## config.mk

```make
export PLATFORM = sky130hd
export DESIGN_NAME = l15_simple_transducer_flat
export DESIGN_NICKNAME = d
export VERILOG_FILES = /design/src/rtl/l15_simple_transducer_if.sv /design/src/rtl/l15_simple_transducer.sv /design/src/flat_wrapper.sv
export SDC_FILE = /design/constraint.sdc
export NUM_CORES = 1
export LEC_CHECK = 0
export ABC_AREA = 1
export BUFFER_PORTS_ARGS = -buffer_cell sky130_fd_sc_hd__buf_2
export CAP_MARGIN = 40
export CORE_AREA = 4 4 212 214
export CTS_CLUSTER_SIZE = 14
export DETAILED_ROUTE_END_ITERATION = 12
export DIE_AREA = 0 0 216 218
export GPL_TIMING_DRIVEN = 0
export PLACE_DENSITY = 0.52
export SYNTH_ARGS = -nofsm -noshare
export SYNTH_HDL_FRONTEND = slang
export SYNTH_SLANG_ARGS = --single-unit
export TNS_END_PERCENT = 50
```

## constraint.sdc

```tcl
create_clock -name clk -period 4.5 [get_ports clk]
set_input_delay 0.675 -clock clk [delete_from_list [all_inputs] [get_ports clk]]
set_output_delay 0.675 -clock clk [all_outputs]
set_load 0.01 [all_outputs]
```

## src/rtl/l15_simple_transducer_if.sv

```systemverilog
// Client-side load/store port of l15_simple_transducer: one request/response
// handshake pair carrying 8-byte loads and stores.
interface l15_simple_transducer_if;
  logic        req_val;
  logic        req_rdy;
  logic        req_we;
  logic        req_nc;
  logic [39:0] req_addr;
  logic [63:0] req_wdata;
  logic        resp_val;
  logic        resp_rdy;
  logic [63:0] resp_rdata;
  logic        resp_error;

  modport master (
    output req_val, req_we, req_nc, req_addr, req_wdata, resp_rdy,
    input  req_rdy, resp_val, resp_rdata, resp_error
  );

  modport slave (
    input  req_val, req_we, req_nc, req_addr, req_wdata, resp_rdy,
    output req_rdy, resp_val, resp_rdata, resp_error
  );
endinterface

```

## src/rtl/l15_simple_transducer.sv

```systemverilog
// Single-outstanding 8-byte load/store client to L1.5 request/return bridge.
// Acks every return; unsolicited or mismatched returns are counted and dropped.
//
// state | meaning
// IDLE  | ready for a client request
// REQ   | request presented to L1.5, waiting for ack
// WAIT  | request accepted, waiting for matching LOAD_RET / ST_ACK
// RESP  | response presented to client, waiting for resp_rdy
module l15_simple_transducer #(
  parameter logic        THREAD_ID  = 1'b0,
  parameter int unsigned L15_DATA_W = 128
) (
  input  logic                  clk,
  input  logic                  rst_n,
  l15_simple_transducer_if.slave cli,
  output logic [15:0]           drop_count,

  output logic                  transducer_l15_val,
  output logic [4:0]            transducer_l15_rqtype,
  output logic                  transducer_l15_nc,
  output logic [2:0]            transducer_l15_size,
  output logic                  transducer_l15_threadid,
  output logic [39:0]           transducer_l15_address,
  output logic [63:0]           transducer_l15_data,
  output logic [3:0]            transducer_l15_amo_op,
  output logic                  transducer_l15_prefetch,
  output logic                  transducer_l15_invalidate_cacheline,
  output logic                  transducer_l15_blockstore,
  output logic                  transducer_l15_blockinitstore,
  output logic [1:0]            transducer_l15_l1rplway,
  output logic [63:0]           transducer_l15_data_next_entry,
  output logic [32:0]           transducer_l15_csm_data,
  output logic                  transducer_l15_req_ack,

  input  logic                  l15_transducer_ack,
  input  logic                  l15_transducer_header_ack,
  input  logic                  l15_transducer_val,
  input  logic [3:0]            l15_transducer_returntype,
  input  logic [1:0]            l15_transducer_error,
  input  logic [L15_DATA_W-1:0] l15_transducer_data
);

  localparam logic [4:0] LOAD_RQ  = 5'b00000;
  localparam logic [4:0] STORE_RQ = 5'b00001;
  localparam logic [2:0] SIZE_8B  = 3'b011;
  localparam logic [3:0] LOAD_RET = 4'b0000;
  localparam logic [3:0] ST_ACK   = 4'b0100;

  typedef enum logic [1:0] {IDLE, REQ, WAIT, RESP} state_t;
  state_t state;

  logic is_store;
  logic ret_match;
  logic ret_drop;
  logic unused_ok;

  assign transducer_l15_threadid             = THREAD_ID;
  assign transducer_l15_amo_op               = '0;
  assign transducer_l15_prefetch             = 1'b0;
  assign transducer_l15_invalidate_cacheline = 1'b0;
  assign transducer_l15_blockstore           = 1'b0;
  assign transducer_l15_blockinitstore       = 1'b0;
  assign transducer_l15_l1rplway             = '0;
  assign transducer_l15_data_next_entry      = '0;
  assign transducer_l15_csm_data             = '0;
  assign transducer_l15_req_ack              = l15_transducer_val;

  assign is_store  = (transducer_l15_rqtype == STORE_RQ);
  assign ret_match = (state == WAIT) && l15_transducer_val &&
                     (l15_transducer_returntype == (is_store ? ST_ACK : LOAD_RET));
  // Anything consumed that is not the awaited return is dropped, including in REQ.
  assign ret_drop  = l15_transducer_val && !ret_match;

  assign unused_ok = ^{l15_transducer_header_ack, cli.req_addr[2:0], l15_transducer_data};

  always_ff @(posedge clk or negedge rst_n) begin
    if (!rst_n) begin
      state                  <= IDLE;
      cli.req_rdy            <= 1'b1;
      cli.resp_val           <= 1'b0;
      cli.resp_rdata         <= '0;
      cli.resp_error         <= 1'b0;
      drop_count             <= '0;
      transducer_l15_val     <= 1'b0;
      transducer_l15_rqtype  <= '0;
      transducer_l15_nc      <= 1'b0;
      transducer_l15_size    <= '0;
      transducer_l15_address <= '0;
      transducer_l15_data    <= '0;
    end else begin
      if (ret_drop && drop_count != 16'hFFFF) drop_count <= drop_count + 16'd1;
      case (state)
        IDLE: if (cli.req_val) begin
          transducer_l15_rqtype  <= cli.req_we ? STORE_RQ : LOAD_RQ;
          transducer_l15_nc      <= cli.req_nc;
          transducer_l15_size    <= SIZE_8B;
          transducer_l15_address <= {cli.req_addr[39:3], 3'b000};
          transducer_l15_data    <= cli.req_wdata;
          transducer_l15_val     <= 1'b1;
          cli.req_rdy            <= 1'b0;
          state                  <= REQ;
        end
        REQ: if (l15_transducer_ack) begin
          transducer_l15_val <= 1'b0;
          state              <= WAIT;
        end
        WAIT: if (ret_match) begin
          // L1.5 returns the 16-byte line big-endian: the lower address word is in [127:64].
          if (is_store)                       cli.resp_rdata <= '0;
          else if (transducer_l15_address[3]) cli.resp_rdata <= l15_transducer_data[63:0];
          else                                cli.resp_rdata <= l15_transducer_data[127:64];
          cli.resp_error <= |l15_transducer_error;
          cli.resp_val   <= 1'b1;
          state          <= RESP;
        end
        RESP: if (cli.resp_rdy) begin
          cli.resp_val <= 1'b0;
          cli.req_rdy  <= 1'b1;
          state        <= IDLE;
        end
        default: state <= IDLE;
      endcase
    end
  end

endmodule
```

## src/flat_wrapper.sv

```systemverilog
// flat-port wrapper written by rule: the top's interface ports become plain ports
module l15_simple_transducer_flat 
#(
  parameter logic        THREAD_ID  = 1'b0,
  parameter int unsigned L15_DATA_W = 128
)
  (clk, rst_n, drop_count, transducer_l15_val, transducer_l15_rqtype, transducer_l15_nc, transducer_l15_size, transducer_l15_threadid, transducer_l15_address, transducer_l15_data, transducer_l15_amo_op, transducer_l15_prefetch, transducer_l15_invalidate_cacheline, transducer_l15_blockstore, transducer_l15_blockinitstore, transducer_l15_l1rplway, transducer_l15_data_next_entry, transducer_l15_csm_data, transducer_l15_req_ack, l15_transducer_ack, l15_transducer_header_ack, l15_transducer_val, l15_transducer_returntype, l15_transducer_error, l15_transducer_data, cli_req_val, cli_req_we, cli_req_nc, cli_req_addr, cli_req_wdata, cli_resp_rdy, cli_req_rdy, cli_resp_val, cli_resp_rdata, cli_resp_error);
  l15_simple_transducer_if cli_i ();
  input  logic clk;
  input  logic rst_n;
  output logic [15:0] drop_count;
  output logic transducer_l15_val;
  output logic [4:0] transducer_l15_rqtype;
  output logic transducer_l15_nc;
  output logic [2:0] transducer_l15_size;
  output logic transducer_l15_threadid;
  output logic [39:0] transducer_l15_address;
  output logic [63:0] transducer_l15_data;
  output logic [3:0] transducer_l15_amo_op;
  output logic transducer_l15_prefetch;
  output logic transducer_l15_invalidate_cacheline;
  output logic transducer_l15_blockstore;
  output logic transducer_l15_blockinitstore;
  output logic [1:0] transducer_l15_l1rplway;
  output logic [63:0] transducer_l15_data_next_entry;
  output logic [32:0] transducer_l15_csm_data;
  output logic transducer_l15_req_ack;
  input  logic l15_transducer_ack;
  input  logic l15_transducer_header_ack;
  input  logic l15_transducer_val;
  input  logic [3:0] l15_transducer_returntype;
  input  logic [1:0] l15_transducer_error;
  input  logic [L15_DATA_W-1:0] l15_transducer_data;
  input wire logic [$bits(cli_i.req_val)-1:0] cli_req_val;
  input wire logic [$bits(cli_i.req_we)-1:0] cli_req_we;
  input wire logic [$bits(cli_i.req_nc)-1:0] cli_req_nc;
  input wire logic [$bits(cli_i.req_addr)-1:0] cli_req_addr;
  input wire logic [$bits(cli_i.req_wdata)-1:0] cli_req_wdata;
  input wire logic [$bits(cli_i.resp_rdy)-1:0] cli_resp_rdy;
  output wire logic [$bits(cli_i.req_rdy)-1:0] cli_req_rdy;
  output wire logic [$bits(cli_i.resp_val)-1:0] cli_resp_val;
  output wire logic [$bits(cli_i.resp_rdata)-1:0] cli_resp_rdata;
  output wire logic [$bits(cli_i.resp_error)-1:0] cli_resp_error;
  assign cli_i.req_val = cli_req_val;
  assign cli_i.req_we = cli_req_we;
  assign cli_i.req_nc = cli_req_nc;
  assign cli_i.req_addr = cli_req_addr;
  assign cli_i.req_wdata = cli_req_wdata;
  assign cli_i.resp_rdy = cli_resp_rdy;
  assign cli_req_rdy = cli_i.req_rdy;
  assign cli_resp_val = cli_i.resp_val;
  assign cli_resp_rdata = cli_i.resp_rdata;
  assign cli_resp_error = cli_i.resp_error;
  l15_simple_transducer #(.THREAD_ID(THREAD_ID), .L15_DATA_W(L15_DATA_W)) u_core (.clk(clk), .rst_n(rst_n), .cli(cli_i), .drop_count(drop_count), .transducer_l15_val(transducer_l15_val), .transducer_l15_rqtype(transducer_l15_rqtype), .transducer_l15_nc(transducer_l15_nc), .transducer_l15_size(transducer_l15_size), .transducer_l15_threadid(transducer_l15_threadid), .transducer_l15_address(transducer_l15_address), .transducer_l15_data(transducer_l15_data), .transducer_l15_amo_op(transducer_l15_amo_op), .transducer_l15_prefetch(transducer_l15_prefetch), .transducer_l15_invalidate_cacheline(transducer_l15_invalidate_cacheline), .transducer_l15_blockstore(transducer_l15_blockstore), .transducer_l15_blockinitstore(transducer_l15_blockinitstore), .transducer_l15_l1rplway(transducer_l15_l1rplway), .transducer_l15_data_next_entry(transducer_l15_data_next_entry), .transducer_l15_csm_data(transducer_l15_csm_data), .transducer_l15_req_ack(transducer_l15_req_ack), .l15_transducer_ack(l15_transducer_ack), .l15_transducer_header_ack(l15_transducer_header_ack), .l15_transducer_val(l15_transducer_val), .l15_transducer_returntype(l15_transducer_returntype), .l15_transducer_error(l15_transducer_error), .l15_transducer_data(l15_transducer_data));
endmodule
```

### Yosys cells after proc, flatten, opt, wreduce, memory -nomap -nowiden

Index checks and enable logic that the tools add are counted.
W data, S select, Z words.

| cells by class | value |
|---|---|
| equality and inequality tests | 10 |
| add/sub/neg operators | 1 |
| muxes and demuxes | 18 |
| reductions and logical operators | 16 |

Operators with widths:

| cell | number |
|---|---|
| $mux W64 | 2 |
| $add A16 B1 Y16 const B | 1 |
| $ne A16 B16 Y1 const B | 1 |
| $reduce_and A3 Y1 | 3 |
| $mux W2 | 4 |
| $pmux W2 S4 | 1 |
| $mux W1 | 7 |
| $ne A2 B2 Y1 const B | 3 |
| $pmux W1 S2 | 3 |
| $reduce_bool A2 Y1 | 3 |
| $eq A5 B1 Y1 const B | 1 |
| $eq A2 B2 Y1 const B | 2 |
| $eq A4 B4 Y1 | 1 |
| $logic_and A1 B1 Y1 | 4 |
| $reduce_and A2 Y1 | 2 |
| $reduce_and A4 Y1 | 1 |
| $mux W3 | 1 |
| $eq A2 B1 Y1 const B | 1 |
| $logic_not A2 Y1 | 1 |
| $ne A2 B1 Y1 const B | 1 |
| $reduce_or A2 Y1 | 1 |
| $logic_not A1 Y1 | 1 |

| storage, ports and cells | value |
|---|---|
| output and inout port bits | 306 |
| register bits | 194 |
| logic and storage cells | 57 |
| bits of input ports | 247 |

### Logic depth before layout (Yosys ltp)

| logic depth | value |
|---|---|
| word-level depth | 7 |
| gate-level depth with buffers | 10 |
| mapped depth without buffers | 9 |

### Worst setup path after synthesis

Ideal clock, no wire load.

| timing | value |
|---|---|
| kind | input-to-reg |
| start | input cli_req_val |
| end | register u_core.transducer_l15_data[11] |
| path slack | 2.820 ns |
| cell stages on the path | 4 |
| data arrival time | 1.555 ns |
| path buffers | 2 |
| required time | 4.375 ns |
| setup time | 0.125 ns |
| cells stage by stage | nand2_1 -> buf_2 -> buf_4 -> mux2_2 |

| on the way | value |
|---|---|
| longest elaborated chain between the ends | 1 |

Ends and longest elaborated chain:

| what | RTL line | RTL |
|---|---|---|
| from (decl) | flat_wrapper.sv:34 | `input wire logic [$bits(cli_i.req_val)-1:0] cli_req_val;` |
| $reduce_and A2 Y1 (no source line) | - |  |
| to (signal assigned) | l15_simple_transducer.sv:98 | `transducer_l15_data <= cli.req_wdata;` |
| to (decl) | l15_simple_transducer.sv:24 | `output logic [63:0] transducer_l15_data,` |

Every way passes these cells.
A chain may end at the register's enable or synchronous reset.

### Final worst setup path

| timing | value |
|---|---|
| start | register u_core.transducer_l15_rqtype[0] |
| end | register u_core.cli.resp_rdata[56] |

| on the way | value |
|---|---|
| longest elaborated chain between the ends | 5 |
| elaborated cells between the ends (all ways) | 6 |
| those cells by class | eq/ne (2); mux (2); reduce/logical (2) |

Ends and longest elaborated chain:

| what | RTL line | RTL |
|---|---|---|
| from (decl) | l15_simple_transducer.sv:19 | `output logic [4:0] transducer_l15_rqtype,` |
| from (signal assigned) | l15_simple_transducer.sv:94 | `transducer_l15_rqtype <= cli.req_we ? STORE_RQ : LOAD_RQ;` |
| $eq A5 B1 Y1 * | l15_simple_transducer.sv:68 | `assign is_store = (transducer_l15_rqtype == STORE_RQ);` |
| $mux W3 | l15_simple_transducer.sv:70 | `(l15_transducer_returntype == (is_store ? ST_ACK : LOAD_RET));` |
| $eq A4 B4 Y1 | l15_simple_transducer.sv:70 |  |
| $logic_and A1 B1 Y1 | l15_simple_transducer.sv:69 | `assign ret_match = (state == WAIT) && l15_transducer_val &&` |
| $reduce_and A2 Y1 (no source line) | - |  |
| to (signal assigned) | l15_simple_transducer.sv:110 | `else if (transducer_l15_address[3]) cli.resp_rdata <= l15_transducer_data[63:0];` |
| to (signal assigned) | l15_simple_transducer.sv:111 | `else cli.resp_rdata <= l15_transducer_data[127:64];` |
| to (decl) | l15_simple_transducer_if.sv:22 | `output req_rdy, resp_val, resp_rdata, resp_error` |

Every way passes the cells marked *; elsewhere a longest branch is shown, timed or not.

==> key figures <==
Run status
  • Outcome: completed

Critical path
  • Worst setup SP type: register
  • Crit path DAT: 2590 ps
  • Flop-to-flop setup slack: 2280 ps
  • Crit Path Class: register to register
  • Worst Setup SP: u_core.transducer_l15_rqtype[0]
  • Reg2Reg Depth: 5
  • Setup crit end kind: register
  • Worst EP required: 4870 ps
  • Largest stage delay on the critical path: 610 ps
  • CP max stage cell: clkbuf_1
  • Worst-path maximum fanout: 10
  • R2r startpoint: u_core.transducer_l15_rqtype[0]
  • Crit-path cells: inv_1 -> buf_2 -> clkbuf_1 -> o21ai_0 -> o31ai_2

Place
  • GPL Wtd Cong: 0.811
  • Port bufs: 432
  • Dpl hpwl: 28100 um
  • Dpl cells: 2040
  • Setup WS pre-CTS: 2090 ps

Floorplan
  • Die Footprint: 0.0471 mm2
  • Starting Density: 0.216
  • Chip height: 218 um
  • IO Count: 553
  • Num rows: 76
  • Core area: 0.0429 mm2
  • Die X: 216 um

STA
  • Hold slack: 164 ps
  • Worst slew pin tran: 745 ps
  • Unrepaired setup endpoints after global routing: false
  • Fin. Hold Viols: 0
  • Clock skew: 11.1 ps
  • Slew Limit Fails: 0
  • Setup ws final: 2280 ps
  • Max Clk Rate: 0.450 GHz
  • Rel. slew slack: 0.503
  • Final Critical Period: 2220 ps
  • Tcrit/Tclk final: 0.494
  • # setup viols final: 0

Power and ir drop
  • Clock power share: 0.207
  • Reg power frac: 0.367
  • Switching share of power: 0.386
  • Sw Pwr: 2.92 mW
  • Power Density: 572 mW/mm2
  • Pwr Total: 7.57 mW
  • Worst vdd ir: 0.000191 V
  • P_leak: 6.95 nW
  • Internal power: 4.64 mW
  • Gate power share: 0.426

Drt
  • Drt pass-1 iters: 5
  • WL final: 34900 um
  • DR DRC count: 0
  • WL per Instance: 16.8 um
  • DR vias/cell: 3.92
  • Routed Antenna Nets: 0
  • Via Count: 8121
  • First DRT Iteration DRCs: 377

Clock tree
  • Resize count post-CTS: 0
  • Root Buffer Master: clkbuf_16
  • Post-CTS Setup Repair Bufs: 0
  • Sink Count: 190
  • CTS Buf Count: 17
  • Clock Latency Late Sink: 470 ps
  • TritonCTS clock tree: built
  • H-tree levels: 4
  • Hold Buf Count CTS: 0
  • Reg clk slew, reported paths: 70 ps
  • CTS max path bufs: 2

Yosys
  • Post-Syn Area per Cell: 10.2 um2
  • Sequential share of the synthesized area: 0.513
  • Yosys reg bits: 190
  • Post-Syn Area: 0.00928 mm2
  • Largest cells by area after synthesis: dfrtp_1, mux2_2, buf_4, nand2_1, o31ai_1
  • Cell taking the most area after synthesis: dfrtp_1
  • Yosys cell types: 29
  • Post-synthesis async set-or-reset flop share: 1.00
  • Ys flop type: dfrtp_1
  • Yosys warns: 0
  • Post-synth EDFFs: 0
  • Syn Inst Count: 906
  • Yosys top cell area share: 0.510

Final layout
  • Most frequent cells in the layout: buf_2, dfrtp_1, nand2_1
  • Nets: 1726
  • Final Non-Filler Cells: 2073
  • Synthesis-to-layout area growth: 42.7%
  • Commonest non-fill, non-tap cell in the layout: buf_2
  • Fillcell total: 4527
  • Layout cells sized above 1: 0.499
  • Final Util: 0.309

Global route
  • Vias in the first global route: 8231
  • Gr ovfl total: 0
  • Initial antenna violation count: 5
  • First-pass GRT wire length: 51300 um
  • Largest net degree at the start of global routing: 110
  • GRT Util Overall: 0.144

Hold path
  • HP Class: input pin to asynchronous set/reset pin

Flow run
  • Maxcap violations: 0
-- Yosys cell counts (7+ instances only) --
cell type,count
buf_4,123
clkbuf_1,18
o31ai_2,14
o21ai_1,11
buf_2,22
o31ai_1,50
nand3_1,7
o21ai_0,62
mux2_2,101
inv_1,21
dfrtp_1,189
nor2_1,87
nand2_1,160
-- final timing paths --
path | to
min in group clk | u_core.transducer_l15_data[17]
setup / recovery | u_core.cli.resp_rdata[56]
hold reg to reg | u_core.cli.resp_rdata[6]
max in group asynchronous | u_core.cli.resp_rdata[23]
setup reg to reg | u_core.cli.resp_rdata[56]
hold / removal | u_core.transducer_l15_address[24]
-- per-stage QoR --
step	setup TNS, ps	instance area, um2
floorplan	0	9710
global placement	-109310	12600
detailed placement	0	12700
CTS	0	13200
global route	0	13200
finish	0	13200
-- metal layers --
layer / share of wire / track usage
met5: 0.0011 / 0
met4: 0.018 / 0.0412
met3: 0.090 / 0.0591
met2: 0.50 / 0.251
met1: 0.39 / 0.163
-- cells by family after synthesis --
group	after synthesis	share of synthesized area
AOI/OAI and AO/OA	143	0.102
xor gates and xnor gates	7	0.00661
adders and majority gates	5	0.00674
buffers and inverters	190	0.133
DFF	190	0.513
muxes	101	0.123
other	1	0.000404
and+or+nand+nor	269	0.116
-- power groups by stage --
stage	Clock [mW]	Combinational (mW)	Sequential [mW]
after global placement	0	3.25	2.79
after detailed placement	0	3.30	2.81
after CTS	1.63	3.30	2.78
after floorplan	0	1.48	3.12
after global routing	1.69	3.55	2.88
final	1.57	3.22	2.78
-- worst max-delay path: cells and delay by family (launching register included) --
family | cells | cell delay [ps]
AOI/OAI and AO/OA | 2 | 670
DFF | 1 | 400
buffers and inverters | 3 | 1070
-- cell type report --
type	instances	area [um2]	area share
Sequential cell	190	4760	0.359
Multi-Input combinational cell	641	3720	0.281
Timing Repair Buffer	434	2210	0.167
Buffer	167	1150	0.0866
Tap cell	585	732	0.0553
Clock buffer	18	429	0.0324
Clock inverter	13	156	0.0118
Inverter	23	86.3	0.00652
Antenna cell	2	5.00	0.000378
-- registers in the layout, summed over array words and instances, names as in the netlist --
register and count:
u_core.cli.req_rdy 1, u_core.cli.resp_error 1, u_core.cli.resp_rdata 64, u_core.cli.resp_val 1
u_core.drop_count 16, u_core.state 2, u_core.transducer_l15_address 37, u_core.transducer_l15_data 64
u_core.transducer_l15_nc 1, u_core.transducer_l15_rqtype 1, u_core.transducer_l15_size 1, u_core.transducer_l15_val 1
(Power assumes the default switching activity.)
